### src/rtl/circle_hex_driver.sv
// Drives six 7-segment displays with a moving head segment and a PWM-dimmed tail,
// sampled from an upstream circle index generator one cycle after each step pulse.
module circle_hex_driver #(
    parameter int unsigned PWM_BITS  = 4,
    parameter int unsigned TAIL_DUTY = 4
) (
    input  logic        clk_i,
    input  logic        rst_ni,
    input  logic        step_i,
    input  logic [2:0]  row_index_i,
    input  logic        column_index_i,
    input  logic [1:0]  trail_len_i,
    input  logic        blank_i,
    output logic [47:0] hex_o,
    output logic        err_o
);

    localparam int unsigned HEX_W      = 48;
    localparam int unsigned ENTRY_W    = 4;
    localparam int unsigned HIST_DEPTH = 4;
    localparam int unsigned CNT_W      = 3;
    localparam int unsigned DUTY_W     = PWM_BITS + 1;
    localparam logic [2:0]  MAX_ROW    = 3'd5;
    localparam logic [CNT_W-1:0] CNT_MAX = CNT_W'(HIST_DEPTH);

    logic                                step_d;
    logic [HIST_DEPTH-1:0][ENTRY_W-1:0]  hist;
    logic [CNT_W-1:0]                    cnt;
    logic [PWM_BITS-1:0]                 pwm_cnt;
    logic                                sample_ok_c;
    logic                                sample_bad_c;
    logic                                tail_on_c;
    logic [HEX_W-1:0]                    hex_c;

    // Entry {column,row} -> bit position: row r on HEX(5-r), column 0 = seg a, 1 = seg d
    function automatic logic [5:0] seg_idx(input logic [ENTRY_W-1:0] e);
        seg_idx = 6'((5 - int'(e[2:0])) * 8 + (e[3] ? 3 : 0));
    endfunction

    assign sample_ok_c  = step_d && (row_index_i <= MAX_ROW);
    assign sample_bad_c = step_d && (row_index_i >  MAX_ROW);
    assign tail_on_c    = (DUTY_W'(pwm_cnt) < DUTY_W'(TAIL_DUTY));

    // Step delay, history shift, fill count, PWM and sticky error
    always_ff @(posedge clk_i or negedge rst_ni) begin
        if (!rst_ni) begin
            step_d  <= 1'b0;
            hist    <= '0;
            cnt     <= '0;
            pwm_cnt <= '0;
            err_o   <= 1'b0;
        end else begin
            step_d  <= step_i;
            pwm_cnt <= pwm_cnt + 1'b1;
            if (sample_ok_c) begin
                hist <= {hist[HIST_DEPTH-2:0], {column_index_i, row_index_i}};
                if (cnt != CNT_MAX) begin
                    cnt <= cnt + 1'b1;
                end
            end
            if (sample_bad_c) begin
                err_o <= 1'b1;
            end
        end
    end

    // Display image; head is applied unconditionally so it wins over a coinciding tail
    always_comb begin
        hex_c = '1;
        if (!blank_i) begin
            for (int k = HIST_DEPTH - 1; k >= 1; k--) begin
                if (tail_on_c && (2'(k) <= trail_len_i) && (CNT_W'(k) < cnt)) begin
                    hex_c[seg_idx(hist[2'(k)])] = 1'b0;
                end
            end
            if (cnt != '0) begin
                hex_c[seg_idx(hist[0])] = 1'b0;
            end
        end
    end

    always_ff @(posedge clk_i or negedge rst_ni) begin
        if (!rst_ni) begin
            hex_o <= '1;
        end else begin
            hex_o <= hex_c;
        end
    end

endmodule

### config.mk
export PLATFORM = sky130hd
export DESIGN_NAME = circle_hex_driver
export DESIGN_NICKNAME = d
export VERILOG_FILES = /design/src/rtl/circle_hex_driver.sv
export SDC_FILE = /design/constraint.sdc
export NUM_CORES = 1
export LEC_CHECK = 0
export BUFFER_PORTS_ARGS = -buffer_cell sky130_fd_sc_hd__buf_2
export CAP_MARGIN = 5
export CORE_ASPECT_RATIO = 1.4
export CORE_UTILIZATION = 31
export DETAILED_ROUTE_END_ITERATION = 7
export SKIP_CTS_REPAIR_TIMING = 1
export SYNTH_ARGS = -nofsm -noshare
export SYNTH_HDL_FRONTEND = slang
export SYNTH_SLANG_ARGS = --single-unit
### constraint.sdc
create_clock -name clk_i -period 1.8 [get_ports clk_i]
set_input_delay 0 -clock clk_i [delete_from_list [all_inputs] [get_ports clk_i]]
set_output_delay 0 -clock clk_i [all_outputs]
set_load 0.02 [all_outputs]
==> run summary <==
port buffer count -> 58
final setup fails -> 0
Starting Density -> 32.8%
Place WS -> 305 ps
die extent in y -> 87.7 µm
Layout fillers -> 510
Synth Instances -> 149
maximum vdd ir drop -> 0.000559 V
Inst Count DP -> 235
RSZ-0062 raised after global routing -> false
Post-synth EDFFs -> 0
setup ws final -> 305 ps
Clk Latency, worst-skew pair -> 280 ps
fin. max-slew vios -> 0
Final Net Count -> 197
worst relative slew slack -> 57.3%
CP max FO -> 13
Arr. time, crit path -> 1700 ps
final hold slack -> 103 ps
total number of vias -> 1144
critical path class -> reg2reg
ANT nets after route -> 0
GRT Overall Usage -> 11.5%
CTS Sinks -> 30
Syn Nets -> 162
Final Cycle Share -> 83.1%
startpoint types -> flip-flop
maxcap violations -> 0
Fin Clk Skew -> 6.01 ps
cell taking the most area after synthesis -> dfrtp_1
fmax -> 0.669 GHz
Power Total -> 2.45 mW
Iter 0 DRT Violations -> 28
core area -> 0.00495 mm²
Hold Path Class -> in2reg
vias in the first global route -> 972
Setup TNS -> 0 ps
Post-Syn Area per Cell -> 10.9 µm²
I/O pins -> 59
routed wire length -> 2.89 mm
Final Hold Viols -> 0
placed cell areas -> 0.00174 mm²
PwrDens -> 1300 mW/mm²
DR vias/cell -> 4.59
area share of the largest cell type after synthesis -> 26.2%
Yosys cell types -> 27
Die W -> 63.2 µm
area grow syn2layout -> 16.1%
layout cells sized above 1 -> 51.4%
DR WL/cell -> 11.6 µm
leakage -> 0.787 nW
clock-pin slew on the worst setup and hold paths -> 60 ps
worst slew pin tran -> 640 ps
register area share after synthesis -> 47.2%
Diodes inserted -> 0
most frequent cells after synthesis -> buf_4 (35), nand3_1 (19), dfrtp_1 (17)
Min Clock Period, post-route -> 1500 ps
synthesized area -> 0.00163 mm²
largest net degree at the start of global routing -> 37
ys flop type -> dfrtp_1
Synth Register Bits -> 30
TritonRoute pass-1 iters -> 4
reg2reg setup slack -> 300 ps
htree depth -> 2
initial antenna violation count -> 0
top-count cell post-synth -> buf_4
final std cells w/o fill -> 249
Setup crit end kind -> flip-flop
Yosys Warn Count -> 0
design area -> 0.00189 mm²
GP Congestion -> 0.868
Core Util, Final -> 38.1%
die footprint -> 0.00554 mm²
outcome -> completed
row count -> 30
Crit path required time -> 2010 ps
GRT overflow -> 0
root buf cell -> clkbuf_8
Clock Tree Buf Depth -> 2
Async SR Flop Fraction -> 100%
CTS tree -> yes
DRC Markers -> 0
synth top area cells -> dfrtp_1 (26%), dfstp_2 (21%), buf_4 (16%)
DPL Wire Length -> 2.08 mm
first-pass GRT wire length -> 4.82 mm
total CTS buffers -> 5
-- layout by cell type (no fill, tap or decap) --
master,synthesis,layout
a21boi_0,1,1
a21oi_1,2,2
a31o_1,11,11
a31o_2,2,2
a31oi_1,1,1
buf_2,1,58
buf_4,35,4
clkbuf_1,3,1
clkbuf_8,0,6
clkinv_2,0,1
dfrtp_1,17,17
dfstp_2,13,13
dlygate4sd3_1,0,6
ha_1,3,3
inv_1,3,3
mux2_2,9,9
nand2_1,2,2
nand2b_1,1,1
nand3_1,19,19
nand4_1,6,6
nor2_1,3,3
nor2b_1,7,7
nor4_1,1,1
nor4b_1,2,2
o22a_1,1,1
or2_2,1,1
or4b_4,1,1
xnor2_1,2,2
xor2_1,1,1
-- kinds of logic (layout without fill, tap and decap cells) --
group	count (synthesis)	after routing	share of synthesized area [%]
xor gates and xnor gates	3	3	1.62
AOI/OAI and AO/OA	18	18	9.01
DFF	30	30	47.2
adders and majority gates	3	3	2.31
and+or+nand+nor	43	43	15.1
buffers and inverters	43	79	18.6
muxes	9	9	6.24
-- report_power, final --
part	internal [mW]	switching, mW
Sequential	0.847	0.123
Combinational	0.357	0.567
Clock	0.308	0.245
-- per-layer routing --
metal / track usage [%] / share of wire, % / up-vias
met2: 18.7 / 48 / 59
met5: 0 / 0 / -
met1: 13.9 / 43 / 522
met3: 3.91 / 7.8 / 4
met4: 4.96 / 1.0 / 0
li1: - / - / 559
-- state kept, by name, indices dropped and copies added, names as in the netlist --
| register | cells |
|---|---|
| hist | 8 |
| step_d | 1 |
| pwm_cnt | 4 |
| cnt | 3 |
| hex_o | 13 |
| err_o | 1 |
-- worst paths after layout --
path	from	endpoint	cells after the start
max	pwm_cnt[2]	hex_o[39]	2
min reg2reg	pwm_cnt[0]	pwm_cnt[0]	1
max reg2reg	pwm_cnt[2]	hex_o[39]	2
max in group asynchronous	rst_ni	step_d	2
min	blank_i	hex_o[19]	2
min in group asynchronous	rst_ni	cnt[2]	2
-- worst max-delay path: stages, from the launching register on --
cell and delay (ps):
dfrtp_1 450, or4b_4 660, or2_2 310
-- area by class of cell --
cell class | instances | area [µm²] | area share, %
Clock buffer | 7 | 86.3 | 4.58
Clock inverter | 1 | 5.00 | 0.265
Inverter | 3 | 11.3 | 0.597
Multi-Input combinational cell | 76 | 557 | 29.5
Sequential cell | 30 | 767 | 40.6
Tap cell | 64 | 80.1 | 4.24
Timing Repair Buffer | 68 | 380 | 20.2
(Power assumes the default switching activity.)
